## src/rtl/md_issue_ctrl.sv

```systemverilog
// EX-stage issue controller for the HI/LO multiply/divide unit.
// Sends a one-cycle start pulse, tracks the unit's busy window, stalls
// only MD-dependent instructions, returns HI/LO read data, and provides
// a hang watchdog plus issue/stall performance counters.
module md_issue_ctrl #(
  parameter int         TIMEOUT   = 64,
  parameter int         CNT_W     = 32,
  // The mthi/mtlo ctrl codes from the shared constants file.
  parameter logic [3:0] MT_SET_HI = 4'd8,
  parameter logic [3:0] MT_SET_LO = 4'd9
) (
  input  logic             clk,
  input  logic             reset,
  input  logic             ex_valid,
  input  logic             ex_md_op,
  input  logic [3:0]       ex_md_ctrl,
  input  logic             ex_md_read,
  input  logic             ex_read_hi,
  input  logic [31:0]      ex_rs,
  input  logic [31:0]      ex_rt,
  input  logic             ex_flush,
  output logic             md_start,
  output logic [3:0]       md_ctrl,
  output logic [31:0]      md_A,
  output logic [31:0]      md_B,
  input  logic             md_busy,
  input  logic [31:0]      md_HI,
  input  logic [31:0]      md_LO,
  output logic             stall,
  output logic [31:0]      rd_data,
  output logic             err_timeout,
  output logic [CNT_W-1:0] op_count,
  output logic [CNT_W-1:0] stall_count
);

  localparam int              WC_W      = $clog2(TIMEOUT + 1);
  localparam logic [WC_W-1:0] WC_MAX    = '1;
  localparam logic [WC_W-1:0] WC_LIMIT  = WC_W'(TIMEOUT);

  typedef enum logic {S_IDLE, S_WAIT} state_t;

  state_t          r_state;
  state_t          w_state_nxt;
  logic [WC_W-1:0] r_wait_cnt;
  logic [WC_W-1:0] w_wait_cnt_nxt;
  logic [WC_W-1:0] w_wait_cnt_inc;
  logic            r_err;
  logic            w_err_set;
  logic [CNT_W-1:0] r_op_count;
  logic [CNT_W-1:0] r_stall_count;

  logic w_need;
  logic w_is_set;
  logic w_stall;
  logic w_start;

  // Decode, stall and start; reset gates both so nothing leaks out while held.
  assign w_need   = ex_valid & ~ex_flush & (ex_md_op | ex_md_read);
  assign w_is_set = (ex_md_ctrl == MT_SET_HI) | (ex_md_ctrl == MT_SET_LO);
  // Stalling on md_busy as well as WAIT also keeps start off while the unit
  // is busy, so the unit is never restarted from here.
  assign w_stall  = ~reset & w_need & ((r_state == S_WAIT) | md_busy);
  assign w_start  = ~reset & ex_valid & ex_md_op & ~ex_flush & ~w_stall;

  assign md_start    = w_start;
  assign md_ctrl     = ex_md_ctrl;
  assign md_A        = ex_rs;
  assign md_B        = ex_rt;
  assign stall       = w_stall;
  assign rd_data     = ex_read_hi ? md_HI : md_LO;
  assign err_timeout = r_err;
  assign op_count    = r_op_count;
  assign stall_count = r_stall_count;

  // Saturating increment of the WAIT-cycle counter.
  assign w_wait_cnt_inc = (r_wait_cnt == WC_MAX) ? r_wait_cnt : r_wait_cnt + 1'b1;

  // Next-state logic: IDLE launches long ops into WAIT; WAIT leaves on busy fall or watchdog.
  always_comb begin
    // NOTE: every output of this block gets a default first so no path leaves it unassigned (no latch).
    w_state_nxt    = r_state;
    w_wait_cnt_nxt = r_wait_cnt;
    w_err_set      = 1'b0;
    unique case (r_state)
      S_IDLE: begin
        // mthi/mtlo complete at the start edge, so they never enter WAIT.
        if (w_start && !w_is_set) begin
          w_state_nxt    = S_WAIT;
          w_wait_cnt_nxt = '0;
        end
      end
      S_WAIT: begin
        w_wait_cnt_nxt = w_wait_cnt_inc;
        if (!md_busy) begin
          w_state_nxt = S_IDLE;
        end else if (w_wait_cnt_inc == WC_LIMIT) begin
          // Unit appears hung: flag it and release the pipeline.
          w_err_set   = 1'b1;
          w_state_nxt = S_IDLE;
        end
      end
      default: w_state_nxt = S_IDLE;
    endcase
  end

  // FSM state, watchdog counter and sticky timeout flag.
  always_ff @(posedge clk) begin
    // NOTE: sequential state uses non-blocking assignments so all registers update from pre-edge values.
    if (reset) begin
      r_state    <= S_IDLE;
      r_wait_cnt <= '0;
      r_err      <= 1'b0;
    end else begin
      r_state    <= w_state_nxt;
      r_wait_cnt <= w_wait_cnt_nxt;
      if (w_err_set) r_err <= 1'b1;
    end
  end

  // Performance counters; both wrap naturally.
  always_ff @(posedge clk) begin
    if (reset) begin
      r_op_count    <= '0;
      r_stall_count <= '0;
    end else begin
      r_op_count    <= r_op_count + CNT_W'(w_start);
      r_stall_count <= r_stall_count + CNT_W'(w_stall);
    end
  end

endmodule

```

## config.mk

```make
export PLATFORM = sky130hd
export DESIGN_NAME = md_issue_ctrl
export DESIGN_NICKNAME = d
export VERILOG_FILES = /design/src/rtl/md_issue_ctrl.sv
export SDC_FILE = /design/constraint.sdc
export NUM_CORES = 1
export LEC_CHECK = 0
export BUFFER_PORTS_ARGS = -buffer_cell sky130_fd_sc_hd__buf_2
export CORE_ASPECT_RATIO = 1.25
export CORE_MARGIN = 8
export CORE_UTILIZATION = 35
export DETAILED_ROUTE_END_ITERATION = 7
export PLACE_DENSITY = 0.8
export SYNTH_ARGS = -nofsm -noshare
export SYNTH_HDL_FRONTEND = slang
export SYNTH_SLANG_ARGS = --single-unit
```

## constraint.sdc

```tcl
create_clock -name clk -period 5.6 [get_ports clk]
set_input_delay 0.28 -clock clk [delete_from_list [all_inputs] [get_ports clk]]
set_output_delay 0.28 -clock clk [all_outputs]
set_load 0.1 [all_outputs]
```

==> summary.md <==
| Metric | Value |
|---|---|
| DR vias/cell | 5.360 |
| Slew margin rel. | 0.2945 |
| Crit. End Element | register |
| All-Layer GR Usage | 0.1685 |
| Vias in the first global route | 3990 |
| Largest family of logic cells by synthesized area | simple AND/OR/NAND/NOR gates |
| Synth area leaders | dfxtp_1, buf_4, mux2_2, or4_1, o31ai_1 |
| Initial antenna violation count | 1 |
| Drt pass-1 iters | 4 |
| # H-tree levels | 3 |
| First DRT Iteration DRCs | 273 |
| Setup TNS | 0 ns |
| Cell Int Power | 983.0 uW |
| Area Overhead vs Synth | 17.34% |
| Core box area | 12600 sq um |
| Leakage | 2.167 nW |
| Port-buffer cells | 176 |
| Multiplexer area fraction after synthesis | 0.1027 |
| Pre-CTS setup slack | 2.507 ns |
| Netlist Area Pre-Place | 4496 sq um |
| Syn_area_per_cell | 8.498 sq um |
| CTS Hold Bufs | 0 |
| CTS tree | yes |
| Asr flop ratio synth | 0 |
| Seq. cell area | 1461 sq um |
| Die height | 142.7 um |
| Final Hold Viols | 0 |
| Clk pwr share | 0.452 |
| Drt wl/cell | 18.76 um |
| Slew Viols, Final | 0 |
| Synth top area share | 0.3251 |
| Switching share of power | 0.2956 |
| Worst-case reg-to-reg path depth | 8 |
| Data arrival, critical path | 3.19 ns |
| # DRC | 0 |
| Nets | 761 |
| Yosys cell types | 45 |
| Crit path launch | r_state$_SDFF_PP0_ |
| Fin worst setup slack | 2.671 ns |
| Post-Syn Instances | 529 |
| Compound-Gate Fraction of Synth Area | 0.1136 |
| Pwr Total | 1.395 mW |
| Clock Tree Buf Depth | 2 |
| Seq cells post-synth | 73 |
| Crit Path Class | register to register |
| HPWL Detailed | 11610 um |
| Post-synthesis sequential area ratio | 0.3251 |
| DR vias | 4229 |
| Routed WL | 14800 um |
| Flop2flop setup slack | 2.67 ns |
| Initial Utilization | 0.3567 |
| Adder-cell share of the synthesized area | 0.01392 |
| N_diodes | 0 |
| Global-route wire length before repair | 22360 um |
| Worst setup path endpoint | op_count[18]$_SDFF_PP0_ |
| Tmin final | 2.929 ns |
| Sequential share of power | 0.373 |
| Outcome | finished, final reports clean |
| TritonCTS Buffers | 9 |
| CTS resizes | 0 |
| RSZ-0062 raised after global routing | no |
| Final Skew | 0.008507 ns |
| Most common cell after layout, fill and taps aside | buf_2 |
| Number of synthesized flops with an enable pin | 0 |
| Num rows | 46 |
| Mapped Nets | 674 |
| PwrDens | 264.5 nW/um^2 |
| Max_cap viols | 0 |
| Die width | 117.4 um |
| CTS sink count | 73 |
| CP Max Fanout | 16 |
| Multi-input logic area | 2347 sq um |
| Top FF cell, synth | dfxtp_1 |
| Simple-Gate Fraction of Synth Area | 0.2510 |
| Die footprint | 16750 sq um |
| Post-CTS setup buffer count | 0 |
| Comb pwr share | 0.175 |
| Worst-Margin Slew | 1.055 ns |
| Clock latency at the later pin of the worst-skew pair | 0.34 ns |
| Clock transition at path regs | 0.06 ns |
| Most frequent cells in the layout | buf_2, dfxtp_1, mux2_2 |
| Largest net degree at the start of global routing | 82 |
| Final ANT Viol Nets | 0 |
| Yosys top cell by area | dfxtp_1 |
| Fillers | 1296 |
| Sw power | 412.5 uW |
| Post-Synth XOR/XNOR Area | 0.04091 |
| Total gr overflow | 0 |
| Final setup vio count | 0 |
| WP data required | 5.86 ns |
| Yosys warns | 0 |
| Worst flop-to-flop path startpoint | r_state$_SDFF_PP0_ |
| Reg2reg end | op_count[18]$_SDFF_PP0_ |
| Min-delay worst type | primary input to register |
| Layout cells sized above 1 | 0.3897 |
| Max Fclk | 341.4 MHz |
| CTS root buf | clkbuf_16 |
| Routability cong. | 0.9382 |
| Worst VDD drop | 0.2539 mV |
| Crit start category | register |
| Fin crit share | 0.5230 |
| IO Count | 307 |
==> how the worst min path moves through the flow <==
| stage | cells after the start | start | slack [ns] | end |
|---|---|---|---|---|
| 3_5_place_dp | 1 | err_timeout$_SDFFE_PP0P_ | 0.47 | err_timeout$_SDFFE_PP0P_ |
| 3_3_place_gp | 1 | err_timeout$_SDFFE_PP0P_ | 0.46 | err_timeout$_SDFFE_PP0P_ |
| 6_report | 3 | md_busy | 0.25 | r_state$_SDFF_PP0_ |
| 5_1_grt | 3 | md_busy | 0.28 | r_state$_SDFF_PP0_ |
| 4_1_cts | 3 | md_busy | 0.24 | r_state$_SDFF_PP0_ |
| 2_1_floorplan | 2 | r_wait_cnt[1]$_SDFFE_PP0P_ | 0.46 | r_wait_cnt[1]$_SDFFE_PP0P_ |
==> cell usage after synthesis (2+ instances only) <==
master,number
dfxtp_1,73
buf_4,68
mux2_2,41
nor2_1,36
a21oi_1,34
or4_1,25
nand3_1,24
clkbuf_1,23
nand2_1,23
o31ai_1,23
nand4_1,17
nor2b_1,13
xor2_1,11
inv_1,10
o21ai_0,10
xnor2_1,10
and3_1,9
nor3_1,9
or3_1,9
and4_1,8
buf_1,8
nor4_1,7
ha_1,5
a211oi_1,3
a31oi_1,3
nor3b_1,3
a311oi_1,2
and2_1,2
buf_6,2
or2_2,2
or3b_2,2
==> state kept, by name (all words and copies together) (netlist names) <==
signal       cells
r_state          1
err_timeout      1
stall_count     32
r_wait_cnt       7
op_count        32
==> layout make-up <==
type                    instances  area share
repair buffers                177      0.1684
clock inverters                 5     0.01471
flip-flops and latches         73      0.2770
clock buffers                  11     0.04791
inverters                      10    0.007116
multi-input cells             345      0.4450
well taps                     168     0.03985
==> power groups by stage <==
stage | registers (mW) | clock network (mW) | logic (mW)
2_1_floorplan | 0.535 | 0 | 0.405
3_3_place_gp | 0.532 | 0 | 0.244
3_5_place_dp | 0.532 | 0 | 0.246
4_1_cts | 0.521 | 0.641 | 0.246
5_1_grt | 0.521 | 0.661 | 0.252
6_report | 0.521 | 0.631 | 0.244
==> critical path: stages, from the launching register on <==
cell	delay [ns]
dfxtp_1	0.40
nor2_1	0.25
and3_1	0.24
ha_1	0.22
ha_1	0.22
nand2_1	0.14
or4_4	0.67
or4_1	0.54
a21oi_1	0.16
==> cells by family after synthesis <==
logic type	after synthesis
mux	41
flops	73
fa+ha+maj	5
buf+inv	111
simple gates	196
xor+xnor	21
compound gates	82
==> stage by stage <==
step | cells | hold slack (ns) | cell area [sq um] | utilization
after floorplan | 529 | 0.4623 | 4496 | -
after CTS | 789 | 0.2407 | 5275 | 0.4185
after global routing | 789 | 0.2850 | 5275 | 0.4185
final | 789 | 0.2480 | 5275 | 0.4185
after global placement | 773 | 0.4645 | 4945 | 0.3923
after detailed placement | 773 | 0.4711 | 4945 | 0.3923
==> layer usage <==
metal	GRT usage	wire length, um	vias up
met5	0	16	-
met2	0.2806	7010	170
met4	0.09309	591	2
met1	0.1732	5722	1970
met3	0.07863	1462	60
li1	-	-	2027
Note: power is estimated with default switching activity, not from simulation.
